File: config.mk
export PLATFORM = sky130hd
export DESIGN_NAME = disp_scheduler
export DESIGN_NICKNAME = d
export VERILOG_FILES = /design/src/rtl/disp_scheduler.sv
export SDC_FILE = /design/constraint.sdc
export NUM_CORES = 1
export LEC_CHECK = 0
export BUFFER_PORTS_ARGS = -buffer_cell sky130_fd_sc_hd__buf_2
export CORE_MARGIN = 3
export CORE_UTILIZATION = 40
export CTS_CLUSTER_DIAMETER = 80
export CTS_CLUSTER_SIZE = 20
export DETAILED_ROUTE_END_ITERATION = 10
export PLACE_DENSITY = 0.74
export SLEW_MARGIN = 5
export SYNTH_ARGS = -nofsm -noshare
export SYNTH_HDL_FRONTEND = slang
export SYNTH_SLANG_ARGS = --single-unit
File: constraint.sdc
create_clock -name Clk -period 4.3 [get_ports Clk]
set_clock_uncertainty 0.15 [all_clocks]
set_input_delay 0.645 -clock Clk [delete_from_list [all_inputs] [get_ports Clk]]
set_output_delay 0.645 -clock Clk [all_outputs]
set_load 0.005 [all_outputs]
File: src/rtl/disp_scheduler.sv
// Round-robin owner of the 8-digit display, switched only at frame boundaries; Gnt updates 1 Clk after the boundary Tick, outputs are registered on Tick.
// Requesters are never stalled, only deferred to the next boundary. Optional LEADING_ZERO_BLANK_EN darkens digits above the top nonzero nibble.
module disp_scheduler #(
   parameter int NREQ        = 4,
   parameter int HOLD_FRAMES = 2
) (
   input  logic                 Clk,
   input  logic                 Rst_n,
   input  logic                 Tick,
   input  logic [NREQ-1:0]      Req,
   input  logic [NREQ*32-1:0]   Data,
   output logic [NREQ-1:0]      Gnt,
   output logic [3:0]           Nibble,
   output logic                 Blank,
   output logic [7:0]           LEDSEL,
   output logic                 Frame_done
);

   localparam int IW = (NREQ > 1) ? $clog2(NREQ) : 1;
   localparam int HW = $clog2(HOLD_FRAMES + 1);
   localparam logic [HW-1:0] HOLD_RELOAD = HW'(HOLD_FRAMES - 1);
   localparam logic [IW-1:0] LAST_RST    = IW'(NREQ - 1);

   logic [2:0]      idx_q;
   logic [31:0]     snap_q, snap_d;
   logic [NREQ-1:0] owner_q, owner_d;
   logic [IW-1:0]   last_q, last_d;
   logic [HW-1:0]   hold_q, hold_d;
   logic [7:0]      ledsel_q;
   logic [3:0]      nibble_q;
   logic            blank_q, blank_d;
   logic            fd_q;

   logic [IW-1:0]   owner_idx, base_idx, win_idx, sel_idx;
   logic            win_vld, others, keep;
   int              j;

   always_comb begin
      owner_idx = '0;
      for (int i = 0; i < NREQ; i++) begin
         if (owner_q[i]) owner_idx = IW'(i);
      end
      others   = |(Req & ~owner_q);
      keep     = (owner_q != '0) && (|(Req & owner_q)) && ((hold_q != '0) || !others);
      base_idx = (owner_q != '0) ? owner_idx : last_q;

      // circular search starting just after the previous owner
      win_vld = 1'b0;
      win_idx = '0;
      j       = 0;
      for (int i = 1; i <= NREQ; i++) begin
         j = (int'(base_idx) + i) % NREQ;
         if (!win_vld && Req[IW'(j)]) begin
            win_vld = 1'b1;
            win_idx = IW'(j);
         end
      end

      sel_idx = keep ? owner_idx : win_idx;
      owner_d = owner_q;
      last_d  = last_q;
      hold_d  = hold_q;
      snap_d  = snap_q;
      if (keep) begin
         if (!others)              hold_d = HOLD_RELOAD;
         else if (hold_q != '0)    hold_d = hold_q - HW'(1);
         snap_d = Data[32*sel_idx +: 32];
      end else if (win_vld) begin
         owner_d = NREQ'(1) << win_idx;
         last_d  = win_idx;
         hold_d  = HOLD_RELOAD;
         snap_d  = Data[32*sel_idx +: 32];
      end else begin
         owner_d = '0;
      end
   end

`ifdef LEADING_ZERO_BLANK_EN
   logic [2:0] msd;
   always_comb begin
      msd = 3'd0;
      for (int k = 1; k < 8; k++) begin
         if (snap_q[4*k +: 4] != 4'd0) msd = 3'(k);
      end
      blank_d = (owner_q == '0) || (idx_q > msd);
   end
`else
   always_comb begin
      blank_d = (owner_q == '0);
   end
`endif

   always_ff @(posedge Clk) begin
      if (!Rst_n) begin
         idx_q    <= 3'd0;
         snap_q   <= '0;
         owner_q  <= '0;
         last_q   <= LAST_RST;
         hold_q   <= '0;
         ledsel_q <= 8'hFF;
         nibble_q <= 4'd0;
         blank_q  <= 1'b1;
         fd_q     <= 1'b0;
      end else begin
         fd_q <= 1'b0;
         if (Tick) begin
            ledsel_q <= ~(8'd1 << idx_q);
            nibble_q <= snap_q[{idx_q, 2'b00} +: 4];
            blank_q  <= blank_d;
            idx_q    <= idx_q + 3'd1;
            if (idx_q == 3'd7) begin
               owner_q <= owner_d;
               last_q  <= last_d;
               hold_q  <= hold_d;
               snap_q  <= snap_d;
               fd_q    <= 1'b1;
            end
         end
      end
   end

   assign Gnt        = owner_q;
   assign Nibble     = nibble_q;
   assign Blank      = blank_q;
   assign LEDSEL     = ledsel_q;
   assign Frame_done = fd_q;

endmodule

==> results.yml, run 1 <==
power_and_ir_drop:
  switchingPower_mw: 0.395
  internal_power_mw: 1.14
  comb_power_share: 0.142
  clkPwrFrac: 0.500
  total_power_mw: 1.54
  pwr_density_cell_mw_per_mm2: 272
  vdd_drop_max_mv: 0.252
  swShare: 0.257
  leakage_nw: 2.24
  p_seq_frac: 0.358
sta:
  clock.fmax_ghz: 0.324
  finalCritPeriodShare: 0.717
  setup_viol: 0
  rsz0062_at_grt: "false"
  maxSlewHeadroom: 0.520
  min_period_ps: 3080
  worstMarginPinSlew_ps: 719
  slew_violations: 0
  finalHoldWorstSlack_ps: 326
  finalSetupTns_ps: 0
  finalHoldViolCount: 0
die:
  initial_core_util: 0.416
  pin_count: 153
  die-area_sq_mm: 0.0127
  coreArea_sq_mm: 0.0110
  die_h_um: 113
  rows: 38
  die_w_um: 113
logic_synthesis:
  synth_top_area_frac: 0.250
  syn_nets: 663
  postSynthCellCount: 521
  async_flop_share: 0
  synth.avg_cell_area_sq_um: 8.77
  yosysWarnings: 0
  synth_area_sq_mm: 0.00457
  synth_edf_count: 0
  synth_area_leaders: "dfxtp_1, mux2i_1, o311ai_0, a31oi_1, o211ai_2"
  ys_types: 53
  ys.flop_type: "dfxtp_1"
  ys_ff_latch: 57
  synth-seq-area-share: 0.250
  synth_top_area_cell: "dfxtp_1"
routing:
  antenna_left: 0
  dr_total_vias: 4872
  drc_errors: 0
  dr.pass1.iters: 5
  via_per_inst: 6.31
  routed_wirelength_um: 14800
  avgRoutedWirePerCell_um: 19.2
  drt_iter0_drc: 430
finish:
  fillers: 1019
  area_growth_pct: 23.7
  regArea_sq_mm: 0.00114
  multi_input_area_sq_mm: 0.00309
  final_cells: 772
  final_cell_mix: "buf_2, mux2i_1, a31oi_1, nand2_1, o311ai_0"
  final_common_cell: "buf_2"
  antenna_cells: 0
  final_core_util: 0.514
  drive_gt1_frac: 0.370
  layout.nets: 769
setup_path:
  required_ps: 4390
  critPathTopFamily: "simple AND/OR/NAND/NOR gates"
  cp_num_buf_inv: 1
  cpMaxStageDelayCell: "nor3b_1"
  max_stage_delay_ps: 500
  path_cells: "nor3b_1 > o2111a_1 > a2111o_2 > buf_4 > nand2_1 > or3_1 > a21oi_1"
  crit_arrival_ps: 3180
  end_kind: "flip-flop"
  path_class: "reg -> reg"
  critPathMaxFanout: 36
  cp-start-kind: "flip-flop"
grt:
  grt_pass1_vias: 4600
  grt_max_degree: 63
  grt_pass1_wl_um: 23500
  antenna_found_initial: 0
  gr-total-overflow: 0
  track_usage: 0.225
clock_tree:
  cts_sinks: 57
  cts.htree.levels: 3
  numCtsBuffers: 9
  cts_resized: 0
  clk_latency_ps: 330
  hold_buffers: 0
  cts_buffer_depth: 2
  postCtsSetupBuffers: 0
  clock-root-buffer: "clkbuf_16"
  path_clk_slew_ps: 50
  cts_tree: "built"
placement:
  portBuffers: 152
  gp_congestion: 0.940
  dp.cells: 756
  hpwlAfterDp_um: 10900
flow_run:
  maxCapViolCount: 0
run_status:
  run_status: "finished clean"
hold_path:
  hp-class: "reg -> reg"
## cell type report
| type | instances | area share |
|---|---|---|
| clock buffers | 9 | 0.0399 |
| clock inverters | 7 | 0.0168 |
| inverters | 10 | 0.00664 |
| multi-input cells | 384 | 0.547 |
| flip-flops and latches | 57 | 0.202 |
| well taps | 140 | 0.0310 |
| repair buffers | 165 | 0.156 |
## final timing paths
kind                                              start                      end  slack (ps)  cells after the start
worst min-delay path            snap_q[18]$_SDFFE_PN0P_  snap_q[18]$_SDFFE_PN0P_         330                      2
worst max register to register      Gnt[2]$_SDFFE_PN0P_      Gnt[3]$_SDFFE_PN0P_        1220                      7
worst max-delay path                Gnt[2]$_SDFFE_PN0P_      Gnt[3]$_SDFFE_PN0P_        1220                      7
worst min register to register  snap_q[18]$_SDFFE_PN0P_  snap_q[18]$_SDFFE_PN0P_         330                      2
## cell families after synthesis
kind of cell | share of synthesized area
AOI/OAI and AO/OA | 0.348
and+or+nand+nor | 0.111
buffers and inverters | 0.0855
muxes | 0.184
DFF | 0.250
adders and majority gates | 0.0192
xor gates and xnor gates | 0.00192
## layer usage
metal	global-route usage	share of wire
met1	0.310	0.43
met2	0.343	0.45
met3	0.0481	0.086
met4	0.0921	0.036
met5	0	0
## Yosys cell counts, types with 2 or more instances
master     n
a211oi_1   2
dfxtp_1   57
a31oi_1   62
o21ai_0   12
nand3_1    5
a32oi_1    2
o311ai_0  60
buf_6      5
inv_1      9
buf_2     10
nor3_1     3
ha_1       7
clkbuf_1  46
nand2_1   61
nand2b_1   5
nor2b_1    2
buf_4      7
mux2i_1   66
a21oi_1    5
or3_1      3
nor2_1    19
a311oi_1   4
o311ai_1   2
o211ai_2  30
o31ai_1    2
mux4_2     8
## worst min-delay path, stage by stage, from the launching register on
cell and delay [ps]:
dfxtp_1 320, nand2_1 60, o211ai_2 60
## through the flow
step	cell area [sq um]	worst slack, ps
floorplan	4570	1720
global placement	5330	1180
detailed placement	5330	1100
CTS	5650	1220
global route	5650	1020
finish	5650	1220
## state kept, by name, summed over array words and instances, names as in the netlist
signal	cells
Gnt	4
Blank	1
idx_q	3
last_q	2
snap_q	32
Nibble	4
LEDSEL	8
Frame_done	1
hold_q	2
## power by group through the flow
stage | sequential [mW] | combinational [mW] | clock (mW)
3_3_place_gp | 0.561 | 0.210 | 0
3_5_place_dp | 0.562 | 0.216 | 0
2_1_floorplan | 0.551 | 0.132 | 0
4_1_cts | 0.550 | 0.217 | 0.779
5_1_grt | 0.552 | 0.237 | 0.792
6_report | 0.550 | 0.218 | 0.767
Power figures use the tool's default switching activity.
==> inputs of run 2 (changes only) <==
Clock period 4.3 ns to 2.9 ns, I/O delays scaled along.
==> results.yml, run 2 (synthesized netlist as in run 1, its figures left out) <==
finish:
  drive_gt1_frac: 0.379
  fillers: 1022
  layout.nets: 778
  largest_register_ffs: 32
  final_common_cell: "buf_2"
  regMostFlops: "snap_q"
  final_cell_mix: "buf_2, mux2i_1, a31oi_1, nand2_1, o311ai_0"
  design_area_sq_mm: 0.00577
  area_growth_pct: 26.4
  final_cells: 783
die:
  rows: 38
  die_h_um: 113
  die_w_um: 113
  coreArea_sq_mm: 0.0110
  die-area_sq_mm: 0.0127
  initial_core_util: 0.416
  pin_count: 153
clock_tree:
  clock-root-buffer: "clkbuf_16"
  postCtsSetupBuffers: 0
  cts.htree.levels: 3
  hold_buffers: 0
  clk_latency_ps: 330
  numCtsBuffers: 9
  cts_sinks: 57
  path_clk_slew_ps: 60
  cts_tree: "built"
  cts_buffer_depth: 2
  cts_resized: 0
setup_path:
  path_class: "reg -> reg"
  crit_arrival_ps: 2810
  required_ps: 2960
  cp-start-kind: "flip-flop"
  critPathMaxFanout: 18
  end_kind: "flip-flop"
routing:
  routed_wirelength_um: 15000
  dr_total_vias: 4890
  via_per_inst: 6.25
  drc_errors: 0
  avgRoutedWirePerCell_um: 19.1
  dr.pass1.iters: 5
  drt_iter0_drc: 425
  antenna_left: 0
grt:
  antenna_found_initial: 3
  grt_max_degree: 65
  grt_pass1_wl_um: 23700
  grt_pass1_vias: 4761
  track_usage: 0.226
  gr-total-overflow: 0
run_status:
  run_status: "finished clean"
power_and_ir_drop:
  leakage_nw: 2.30
  vdd_drop_max_mv: 0.269
  pwr_density_cell_mw_per_mm2: 403
flow_run:
  maxCapViolCount: 0
sta:
  min_period_ps: 2760
  finalCritPeriodShare: 0.950
  rsz0062_at_grt: "false"
  finalHoldViolCount: 0
  finalSetupTns_ps: 0
  clock.fmax_ghz: 0.363
  slew_violations: 0
  maxSlewHeadroom: 0.596
  setup_viol: 0
  worstMarginPinSlew_ps: 598
hold_path:
  hp-class: "in -> reg"
placement:
  place_area_sq_mm: 0.00543
  gp_congestion: 0.919
  portBuffers: 152
  dp.cells: 765
  hpwlAfterDp_um: 10700
[run 2: cell types whose count changed in the layout (fill, tap and decap cells not counted), sizes merged]
cell and delta:
diode +2, clkinv -2, buf +9, clkinvlp +1
inv +1
[run 2: critical path, cell delays in order (launching register included)]
cell,delay [ps]
dfxtp_1,530
or3b_4,210
nand3_1,90
a2111oi_2,510
o41a_2,380
buf_4,360
mux2i_1,300
o211ai_2,90
[run 2: report_power, final]
group / switching (mW) / leakage [nW] / internal (mW)
Sequential: 0.00899 / 0.461 / 0.794
Clock: 0.415 / 0.154 / 0.760
Combinational: 0.192 / 1.68 / 0.155
[run 2: routing by layer]
metal / track usage / up-vias / share of wire
met4: 0.0633 / 2 / 0.021
met5: 0 / - / 0.00047
met3: 0.0519 / 25 / 0.086
met1: 0.305 / 2314 / 0.43
li1: - / 2307 / -
met2: 0.364 / 242 / 0.46
[run 2: path summary, 6_finish.rpt]
path / startpoint / endpoint / slack, ps / depth (start not counted)
setup / recovery: Gnt[0]$_SDFFE_PN0P_ / snap_q[15]$_SDFFE_PN0P_ / 140 / 7
hold / removal: Rst_n / LEDSEL[1]$_SDFFE_PN1P_ / 230 / 2
setup reg to reg: Gnt[0]$_SDFFE_PN0P_ / snap_q[15]$_SDFFE_PN0P_ / 140 / 7
hold reg to reg: snap_q[31]$_SDFFE_PN0P_ / snap_q[31]$_SDFFE_PN0P_ / 320 / 2
[run 2: cell type report]
type | count | area (sq um) | area share
antenna | 2 | 5.00 | 0.000867
clock buffer | 9 | 225 | 0.0390
clock inverter | 7 | 104 | 0.0180
inverter | 10 | 37.5 | 0.00650
multi-input combinational | 384 | 3090 | 0.536
sequential | 57 | 1140 | 0.198
tap | 140 | 175 | 0.0303
timing repair buffer | 174 | 992 | 0.172
[run 2: stage by stage]
stage | hold WS [ps] | setup WS, ps | total power [mW] | util
floorplan | 278 | 523 | 1.01 | -
global placement | 289 | 298 | 1.15 | 0.495
detailed placement | 311 | 175 | 1.16 | 0.495
CTS | 221 | 173 | 2.33 | 0.525
global route | 219 | 15.3 | 2.39 | 0.526
finish | 226 | 144 | 2.33 | 0.526
==> inputs of run 3 (changes only) <==
Settings changed: CTS_BUF_LIST from default to sky130_fd_sc_hd__clkbuf_2, GPL_ROUTABILITY_DRIVEN from default to 1.
==> results.yml, run 3 (synthesized netlist as in run 1, its figures left out) <==
routing:
  drc_errors: 0
  antenna_left: 0
  dr.pass1.iters: 5
  via_per_inst: 6.21
  routed_wirelength_um: 14900
  drt_iter0_drc: 447
  dr_total_vias: 4865
  avgRoutedWirePerCell_um: 19.0
finish:
  layout.nets: 779
  regMostFlops: "snap_q"
  largest_register_ffs: 32
  area_growth_pct: 22.6
  final_cell_mix: "buf_2, mux2i_1, a31oi_1, nand2_1, o311ai_0"
  final_common_cell: "buf_2"
  drive_gt1_frac: 0.379
hold_path:
  hp-class: "in -> reg"
power_and_ir_drop:
  total_power_mw: 1.81
  vdd_drop_max_mv: 0.217
  pwr_density_cell_mw_per_mm2: 323
  leakage_nw: 2.23
setup_path:
  end_kind: "flip-flop"
  cp-start-kind: "flip-flop"
  required_ps: 3160
  crit_arrival_ps: 3030
  critPathMaxFanout: 20
  path_class: "reg -> reg"
grt:
  antenna_found_initial: 3
  grt_max_degree: 65
  grt_pass1_vias: 4744
  track_usage: 0.225
  gr-total-overflow: 0
  grt_pass1_wl_um: 23500
clock_tree:
  cts.htree.levels: 3
  cts_buffer_depth: 2
  clock-root-buffer: "clkbuf_2"
  cts_sinks: 57
  clk_latency_ps: 510
  postCtsSetupBuffers: 0
  path_clk_slew_ps: 200
  numCtsBuffers: 9
  cts_resized: 0
  cts_tree: "built"
placement:
  hpwlAfterDp_um: 10700
  gp_congestion: 0.919
  portBuffers: 152
sta:
  rsz0062_at_grt: "true"
  min_period_ps: 2770
  worstMarginPinSlew_ps: 611
  slew_violations: 0
  finalCritPeriodShare: 0.955
  finalHoldWorstSlack_ps: 61.0
  maxSlewHeadroom: 0.588
  finalHoldViolCount: 0
  setup_viol: 0
  clock.fmax_ghz: 0.361
die:
  rows: 38
  die-area_sq_mm: 0.0127
  pin_count: 153
  coreArea_sq_mm: 0.0110
  die_h_um: 113
  initial_core_util: 0.416
  die_w_um: 113
run_status:
  run_status: "finished clean"
flow_run:
  maxCapViolCount: 0
run 3: cell count changes in the layout (fill, tap and decap cells not counted):
cell and delta:
clkbuf_16 -9, clkbuf_2 +9, buf_4 +1, buf_6 -1, dlygate4sd3_1 +1
run 3: critical path, stage by stage, from the launching register on:
cell and delay (ps):
dfxtp_1 570, or3b_4 210, nand3_1 90, a2111oi_2 510, o41a_2 370, buf_4 370, mux2i_1 290, o211ai_2 100
run 3: where the power goes:
| group | internal [mW] | leakage, nW | switching (mW) | total (mW) |
|---|---|---|---|---|
| clock | 0.293 | 0.0802 | 0.362 | 0.655 |
| combinational | 0.155 | 1.69 | 0.191 | 0.346 |
| sequential | 0.796 | 0.461 | 0.00902 | 0.805 |
| total | 1.24 | 2.23 | 0.562 | 1.81 |
run 3: cell type report:
cell class / instances / area (sq um)
sequential: 57 / 1140
antenna: 2 / 5.00
inverter: 10 / 37.5
clock inverter: 7 / 104
clock buffer: 9 / 45.0
timing repair buffer: 175 / 998
multi-input combinational: 384 / 3090
tap: 140 / 175
fill: 1052 / 5390
run 3: worst paths after layout:
check | to | cells past startpoint | start | slack, ps
max | snap_q[6]$_SDFFE_PN0P_ | 7 | Gnt[0]$_SDFFE_PN0P_ | 130
min | snap_q[9]$_SDFFE_PN0P_ | 3 | Data[73] | 60
max reg2reg | snap_q[6]$_SDFFE_PN0P_ | 7 | Gnt[0]$_SDFFE_PN0P_ | 130
min reg2reg | snap_q[31]$_SDFFE_PN0P_ | 2 | snap_q[31]$_SDFFE_PN0P_ | 340
run 3: timing repair:
item                                   in CTS  in global routing
hold buffers                                1                  0
endpoints found under the hold margin       6                  0
setup endpoints to repair                   0                  2
run 3: metal layers:
layer | global-route usage | part of all wire | vias up | wire length [um]
li1 | - | - | 2311 | -
met1 | 0.303 | 0.43 | 2284 | 6420
met2 | 0.356 | 0.46 | 236 | 6790
met3 | 0.0444 | 0.083 | 32 | 1230
met4 | 0.0881 | 0.028 | 2 | 420
met5 | 0 | 0.00047 | - | 7
run 3: stage by stage:
stage	utilization	setup TNS [ps]	cells	instance area [sq um]	setup slack, ps
6_report	0.510	0	784	5600	131
2_1_floorplan	-	0	521	4570	523
4_1_cts	0.509	0	782	5590	132
3_3_place_gp	0.495	0	765	5430	298
3_5_place_dp	0.495	0	765	5430	175
5_1_grt	0.510	-6.44	784	5600	-3.58
